===== src/rtl/matrix_test_system.sv =====
// Purpose : UART-driven 2x2 8-bit matrix multiplier. Prints '>' after reset, loads A then B
//           (8 bytes), returns C = A*B as 4 x 3 bytes MSB first, and toggles led per job.
// Latency : result start bit <= 4 cycles after the stop-bit sample of the 8th input byte.
//           Backpressure: none on RX; bytes arriving while computing/sending are dropped.
// Ports   : clk, rst (sync, active-low), led, uart_rxd (idle high), uart_txd (idle high).
module matrix_test_system #(
    parameter int clk_freq       = 50_000_000,
    parameter int uart_baud_rate = 115200
) (
    input  logic clk,
    input  logic rst,
    output logic led,
    input  logic uart_rxd,
    output logic uart_txd
);

    localparam int DIV  = clk_freq / uart_baud_rate;
    localparam int HALF = DIV / 2;
    localparam int CW   = $clog2(DIV);
    localparam logic [CW-1:0] CNT_LAST = CW'(DIV - 1);
    localparam logic [CW-1:0] CNT_HALF = CW'(HALF - 1);
    localparam logic [CW-1:0] CNT_ONE  = CW'(1);

    // ---------------------------------------------------------------- UART RX
    typedef enum logic [1:0] {RX_IDLE, RX_START, RX_DATA, RX_STOP} rx_state_t;

    logic            rxd_m_q, rxd_s_q, rxd_p_q;
    rx_state_t       rx_state_q, rx_state_d;
    logic [CW-1:0]   rx_cnt_q, rx_cnt_d;
    logic [2:0]      rx_bit_q, rx_bit_d;
    logic [7:0]      rx_shift_q, rx_shift_d;
    logic            rx_vld_q, rx_vld_d;

    always_comb begin
        rx_state_d = rx_state_q;
        rx_cnt_d   = rx_cnt_q;
        rx_bit_d   = rx_bit_q;
        rx_shift_d = rx_shift_q;
        rx_vld_d   = 1'b0;
        case (rx_state_q)
            RX_IDLE: begin
                // Falling edge on the synchronised line opens a frame.
                if (rxd_p_q && !rxd_s_q) begin
                    rx_state_d = RX_START;
                    rx_cnt_d   = '0;
                end
            end
            RX_START: begin
                if (rx_cnt_q == CNT_HALF) begin
                    // Mid start bit: a high line means it was only a glitch.
                    rx_state_d = rxd_s_q ? RX_IDLE : RX_DATA;
                    rx_cnt_d   = '0;
                    rx_bit_d   = '0;
                end else begin
                    rx_cnt_d = rx_cnt_q + CNT_ONE;
                end
            end
            RX_DATA: begin
                if (rx_cnt_q == CNT_LAST) begin
                    rx_cnt_d   = '0;
                    rx_shift_d = {rxd_s_q, rx_shift_q[7:1]};
                    rx_bit_d   = rx_bit_q + 3'd1;
                    if (rx_bit_q == 3'd7) begin
                        rx_state_d = RX_STOP;
                    end
                end else begin
                    rx_cnt_d = rx_cnt_q + CNT_ONE;
                end
            end
            default: begin
                if (rx_cnt_q == CNT_LAST) begin
                    // A low stop bit is a framing error: the byte is silently dropped.
                    rx_state_d = RX_IDLE;
                    rx_vld_d   = rxd_s_q;
                end else begin
                    rx_cnt_d = rx_cnt_q + CNT_ONE;
                end
            end
        endcase
    end

    // ---------------------------------------------------------------- UART TX
    logic          tx_busy_q, tx_busy_d;
    logic [CW-1:0] tx_cnt_q, tx_cnt_d;
    logic [3:0]    tx_bit_q, tx_bit_d;
    logic [8:0]    tx_shift_q, tx_shift_d;
    logic          txd_q, txd_d;
    logic          tx_rdy;
    logic          tx_start;
    logic [7:0]    tx_byte;

    // Ready also in the final stop-bit cycle so consecutive frames abut with no idle gap.
    assign tx_rdy = !tx_busy_q || (tx_bit_q == 4'd9 && tx_cnt_q == CNT_LAST);

    always_comb begin
        tx_busy_d  = tx_busy_q;
        tx_cnt_d   = tx_cnt_q;
        tx_bit_d   = tx_bit_q;
        tx_shift_d = tx_shift_q;
        txd_d      = txd_q;
        if (tx_start && tx_rdy) begin
            tx_busy_d  = 1'b1;
            tx_cnt_d   = '0;
            tx_bit_d   = '0;
            tx_shift_d = {1'b1, tx_byte};
            txd_d      = 1'b0;
        end else if (tx_busy_q) begin
            if (tx_cnt_q == CNT_LAST) begin
                tx_cnt_d = '0;
                if (tx_bit_q == 4'd9) begin
                    tx_busy_d = 1'b0;
                    txd_d     = 1'b1;
                end else begin
                    txd_d      = tx_shift_q[0];
                    tx_shift_d = {1'b1, tx_shift_q[8:1]};
                    tx_bit_d   = tx_bit_q + 4'd1;
                end
            end else begin
                tx_cnt_d = tx_cnt_q + CNT_ONE;
            end
        end
    end

    // ---------------------------------------------------------------- control
    typedef enum logic [1:0] {ST_BANNER, ST_LOAD, ST_COMPUTE, ST_SEND} state_t;

    state_t      state_q, state_d;
    logic [2:0]  load_idx_q, load_idx_d;
    logic [7:0]  mat_q [8];     // a00,a01,a10,a11,b00,b01,b10,b11
    logic [7:0]  mat_d [8];
    logic [16:0] c_q [4];       // c00,c01,c10,c11
    logic [16:0] c_d [4];
    logic [1:0]  elem_q, elem_d;
    logic [1:0]  part_q, part_d;
    logic        send_done_q, send_done_d;
    logic        led_q, led_d;
    logic [16:0] cur_c;
    logic [7:0]  sel_byte;

    function automatic logic [16:0] mac(input logic [7:0] a0, input logic [7:0] b0,
                                        input logic [7:0] a1, input logic [7:0] b1);
        return {9'b0, a0} * {9'b0, b0} + {9'b0, a1} * {9'b0, b1};
    endfunction

    always_comb begin
        cur_c = c_q[elem_q];
        case (part_q)
            2'd0:    sel_byte = {7'b0, cur_c[16]};
            2'd1:    sel_byte = cur_c[15:8];
            default: sel_byte = cur_c[7:0];
        endcase
    end

    always_comb begin
        state_d     = state_q;
        load_idx_d  = load_idx_q;
        mat_d       = mat_q;
        c_d         = c_q;
        elem_d      = elem_q;
        part_d      = part_q;
        send_done_d = send_done_q;
        led_d       = led_q;
        tx_start    = 1'b0;
        tx_byte     = 8'h3E;
        case (state_q)
            ST_BANNER: begin
                tx_start = 1'b1;
                if (tx_rdy) begin
                    state_d = ST_LOAD;
                end
            end
            ST_LOAD: begin
                if (rx_vld_q) begin
                    mat_d[load_idx_q] = rx_shift_q;
                    load_idx_d        = load_idx_q + 3'd1;
                    if (load_idx_q == 3'd7) begin
                        state_d = ST_COMPUTE;
                    end
                end
            end
            ST_COMPUTE: begin
                c_d[0]      = mac(mat_q[0], mat_q[4], mat_q[1], mat_q[6]);
                c_d[1]      = mac(mat_q[0], mat_q[5], mat_q[1], mat_q[7]);
                c_d[2]      = mac(mat_q[2], mat_q[4], mat_q[3], mat_q[6]);
                c_d[3]      = mac(mat_q[2], mat_q[5], mat_q[3], mat_q[7]);
                elem_d      = '0;
                part_d      = '0;
                send_done_d = 1'b0;
                state_d     = ST_SEND;
            end
            default: begin
                if (!send_done_q) begin
                    tx_start = 1'b1;
                    tx_byte  = sel_byte;
                    if (tx_rdy) begin
                        if (part_q == 2'd2) begin
                            part_d = '0;
                            if (elem_q == 2'd3) begin
                                send_done_d = 1'b1;
                            end else begin
                                elem_d = elem_q + 2'd1;
                            end
                        end else begin
                            part_d = part_q + 2'd1;
                        end
                    end
                end else if (tx_rdy) begin
                    // Last byte's stop bit is finishing: the job is complete.
                    led_d      = !led_q;
                    load_idx_d = '0;
                    state_d    = ST_LOAD;
                end
            end
        endcase
    end

    // ---------------------------------------------------------------- registers
    always_ff @(posedge clk) begin
        if (!rst) begin
            rxd_m_q     <= 1'b1;
            rxd_s_q     <= 1'b1;
            rxd_p_q     <= 1'b1;
            rx_state_q  <= RX_IDLE;
            rx_cnt_q    <= '0;
            rx_bit_q    <= '0;
            rx_shift_q  <= '0;
            rx_vld_q    <= 1'b0;
            tx_busy_q   <= 1'b0;
            tx_cnt_q    <= '0;
            tx_bit_q    <= '0;
            tx_shift_q  <= '1;
            txd_q       <= 1'b1;
            state_q     <= ST_BANNER;
            load_idx_q  <= '0;
            mat_q       <= '{default: '0};
            c_q         <= '{default: '0};
            elem_q      <= '0;
            part_q      <= '0;
            send_done_q <= 1'b0;
            led_q       <= 1'b0;
        end else begin
            rxd_m_q     <= uart_rxd;
            rxd_s_q     <= rxd_m_q;
            rxd_p_q     <= rxd_s_q;
            rx_state_q  <= rx_state_d;
            rx_cnt_q    <= rx_cnt_d;
            rx_bit_q    <= rx_bit_d;
            rx_shift_q  <= rx_shift_d;
            rx_vld_q    <= rx_vld_d;
            tx_busy_q   <= tx_busy_d;
            tx_cnt_q    <= tx_cnt_d;
            tx_bit_q    <= tx_bit_d;
            tx_shift_q  <= tx_shift_d;
            txd_q       <= txd_d;
            state_q     <= state_d;
            load_idx_q  <= load_idx_d;
            mat_q       <= mat_d;
            c_q         <= c_d;
            elem_q      <= elem_d;
            part_q      <= part_d;
            send_done_q <= send_done_d;
            led_q       <= led_d;
        end
    end

    assign uart_txd = txd_q;
    assign led      = led_q;

endmodule


===== config.mk =====
export PLATFORM = sky130hd
export DESIGN_NAME = matrix_test_system
export DESIGN_NICKNAME = d
export VERILOG_FILES = /design/src/rtl/matrix_test_system.sv
export SDC_FILE = /design/constraint.sdc
export NUM_CORES = 2
export LEC_CHECK = 0
export ABC_AREA = 1
export CORE_MARGIN = 2
export CORE_UTILIZATION = 40
export DETAILED_ROUTE_END_ITERATION = 10
export HOLD_SLACK_MARGIN = 0.15
export PLACE_DENSITY = 0.54
export SYNTH_ARGS = -nofsm -noshare
export SYNTH_HDL_FRONTEND = slang
export SYNTH_SLANG_ARGS = --single-unit

===== constraint.sdc =====
create_clock -name clk -period 5.2 [get_ports clk]
set_input_delay 1.04 -clock clk [delete_from_list [all_inputs] [get_ports clk]]
set_output_delay 1.04 -clock clk [all_outputs]
set_load 0.02 [all_outputs]

==> impl_results.md <==
- Floorplan die height: 265 um
- Vias: 22290
- H-Tree Level Count: 4
- Area contributors post-synth: sky130_fd_sc_hd__fa_1 (28%), sky130_fd_sc_hd__inv_1 (15%), sky130_fd_sc_hd__dfxtp_1 (14%), sky130_fd_sc_hd__nand2_1 (13%), sky130_fd_sc_hd__ha_1 (13%)
- Post-Route Hold Slack: 0.421 ns
- Worst ir drop on vdd: 0.000188 V
- Number of diodes: 0
- Post-route antenna net violation count: 0
- GR Layer Usage met3: 0.0231
- Half-perimeter wire length after detailed placement: 60900 um
- Total power of the final layout: 4.43 mW
- Number of filler instances in the final layout: 6957
- CTS buffer count: 17
- Kind of capture point of the worst setup path: flip-flop
- Number of buffers inserted by hold repair at cts: 0
- Largest clock skew in the final design: 0.0182 ns
- CTS root buf: sky130_fd_sc_hd__clkbuf_16
- Skew-Pair Late Insertion Delay: 0.50 ns
- Leakage: 18.8 nW
- Non-filler instance count after layout: 4788
- Number of top-level pins: 5
- Status: finished clean
- Critical Path Slowest Stage Cell: sky130_fd_sc_hd__fa_1
- Die area: 70500 um2
- Commonest non-fill, non-tap cell in the layout: sky130_fd_sc_hd__inv_1
- Area after detailed placement: 29500 um2
- Count of unique library cells instantiated by Yosys: 37
- Count of placed standard cells including taps: 4740
- Number of input and output port buffers inserted: 4
- Unrepaired setup endpoints after global routing: yes
- Remaining design rule violation count: 0
- Area growth, synth to finish: 12.6%
- GRT Max-Usage Layer: met2
- Maximum number of pins on one net before global-route repair: 81
- Measured slew at the worst slew-check pin: 0.881 ns
- Via count of the first global-routing pass: 22511
- Critical path type: reg -> reg
- Worst setup slack after placement: -0.0331 ns
- Cell occurring most often along the worst timing path: sky130_fd_sc_hd__fa_1
- Register-to-Register Setup Slack: 0.18 ns
- Setup crit start kind: flip-flop
- CTS Buffer Depth: 2
- Drt first-iter violations: 1370
- Crit-path leading delay family: adder cells
- Share of Yosys cell area claimed by the top area cell type: 0.284
- Standard-cell row count: 95
- Final Net Count: 4574
- Mean cell area of the mapped netlist: 7.11 um2
- Layout cell share with drive strength beyond 1: 0.105
- Router iterations before antenna repair: 7
- Max cap viols: 0
- TNS Setup: 0 ns
- Path class of the lowest-slack min-delay path: reg -> reg
- Power per standard cell area: 144 nW/um2
- Yosys top cell by area: sky130_fd_sc_hd__fa_1
- Final slew viol count: 0
- Final instance area: 30800 um2
- Relative slew slack: 0.410
- Post-Route Utilization: 0.457
- Remaining global-route overflow: 0
- Critical path, cell by cell: buf_6 -> nand2_4 -> inv_2 -> fa_1 -> inv_1 -> fa_1 -> inv_2 -> fa_1 -> fa_1 -> fa_1 -> inv_2 -> fa_1 -> inv_2 -> ha_4 -> buf_6 -> nand2_2 -> nand2_2 -> inv_1 -> nand2_4 -> inv_2 -> or2_2 -> nand3_2 -> nand2_1 -> inv_1
- Count of yosys warnings during synthesis: 0
- Initial antenna violation count: 0
- Initial Util: 0.406
- Sequential share of the synthesized area: 0.141
- Most frequent cells in the layout: sky130_fd_sc_hd__inv_1 (1068), sky130_fd_sc_hd__nand2_1 (927), sky130_fd_sc_hd__fa_1 (381)
- Endpoints failing setup: 0
- Netlist area before placement: 27300 um2
- Clock net sink count: 192
- Routed length per instance: 15.5 um
- Met1 Usage GRT: 0.320
- RePlAce Congestion: 0.854
- Critical path's largest stage delay: 0.56 ns
- Required time reported for the critical path endpoint: 5.66 ns
- Placeable core region: 67400 um2
- Global-route wire length before repair: 123000 um
- Global Route met2 Usage: 0.360
- Aggregate routed wire length: 74100 um
- Clock tree from TritonCTS: built
- Minimum clock period: 5.02 ns
- Horiz. Die Dim: 265 um
- Gate count after technology mapping: 3845
- Routed via count divided by cell count: 4.66
- Arrival time worst endpoint: 5.47 ns
- Fmax: 0.199 GHz
- Tot GR Track Use: 0.222
- Final worst setup slack: 0.184 ns
- Tcrit/Tclk final: 0.965
- Biggest fanout along the worst timing path: 4
- Clock input transition at the sequential cells of the worst setup and hold paths: 0.09 ns
- Final hold violation count: 0
- Net count after synthesis: 4517
- Seq cells post-synth: 192
- Bufs and invs on worst path: 10
## per-layer routing
layer,part of all wire,vias to the layer above
met5,0,-
met3,0.046,64
met1,0.49,10572
met2,0.45,416
met4,0.019,0
li1,-,11238
## worst reg2reg max path: cells and delay by family (launching register included)
kind / cells / cell delay (ns)
buffers and inverters: 10 / 0.60
adders and majority gates: 7 / 3.37
DFF: 1 / 0.37
and+or+nand+nor: 7 / 0.65
## path summary, 6_finish.rpt
path | from | end | cells after the start
hold reg to reg | rxd_m_q | rxd_s_q | 1
hold / removal | rxd_m_q | rxd_s_q | 1
setup / recovery | mat_q[2] | c_q[8] | 24
setup reg to reg | mat_q[2] | c_q[8] | 24
## cell families (layout without fill, tap and decap cells)
kind of cell    Yosys count  after routing  share of synthesized area
compound gates          313            313                     0.0597
xor+xnor                 24             24                    0.00769
fa+ha+maj               669            669                      0.413
buf+inv                1280           1350                      0.178
flops                   192            192                      0.141
simple gates           1367           1367                      0.202
## timing repair
item	4_1_cts	5_1_grt
pin swaps	0	44
setup buffers	0	18
setup endpoints to repair	2	43
endpoints found under the hold margin	0	0
resized for setup	4	165
## registers in the layout, indices dropped and copies added, names as in the netlist, 2 cells and up
name        cells
load_idx_q      3
rx_state_q      2
tx_bit_q        4
rx_shift_q      8
rx_cnt_q        9
c_q            68
mat_q          64
part_q          2
tx_cnt_q        9
elem_q          2
state_q         2
tx_shift_q      8
rx_bit_q        3
## report_power, final
part	switching [mW]	leakage [nW]	internal (mW)	total [mW]
Combinational	0.847	16.9	0.375	1.22
Sequential	0.150	1.58	1.67	1.82
Clock	0.713	0.276	0.666	1.38
Total	1.71	18.8	2.72	4.43
## cells in the mapped netlist, drive strengths merged
library cell and count:
inv 1088, nand2 958, fa 388, ha 281, nor2 206, dfxtp 192, a21oi 158, clkbuf 154
nand3 148, o21ai 140, buf 30, xor2 24, nor3 22, nand4 14, or2 10, o211ai 9
clkinv 8, and2 7, a31oi 2, o21a 2, a211oi 1, a21boi 1, and3 1, nand3b 1
## cell type report
cell class              instances  area, um2  share of cell area
repair buffers                222       2050              0.0666
inverters                    1096       4120               0.134
well taps                     873       1090              0.0355
multi-input cells            2373      19000               0.618
clock inverters                10       93.8             0.00305
flip-flops and latches        192       3930               0.128
clock buffers                  22        474              0.0154
(Power assumes the default switching activity.)
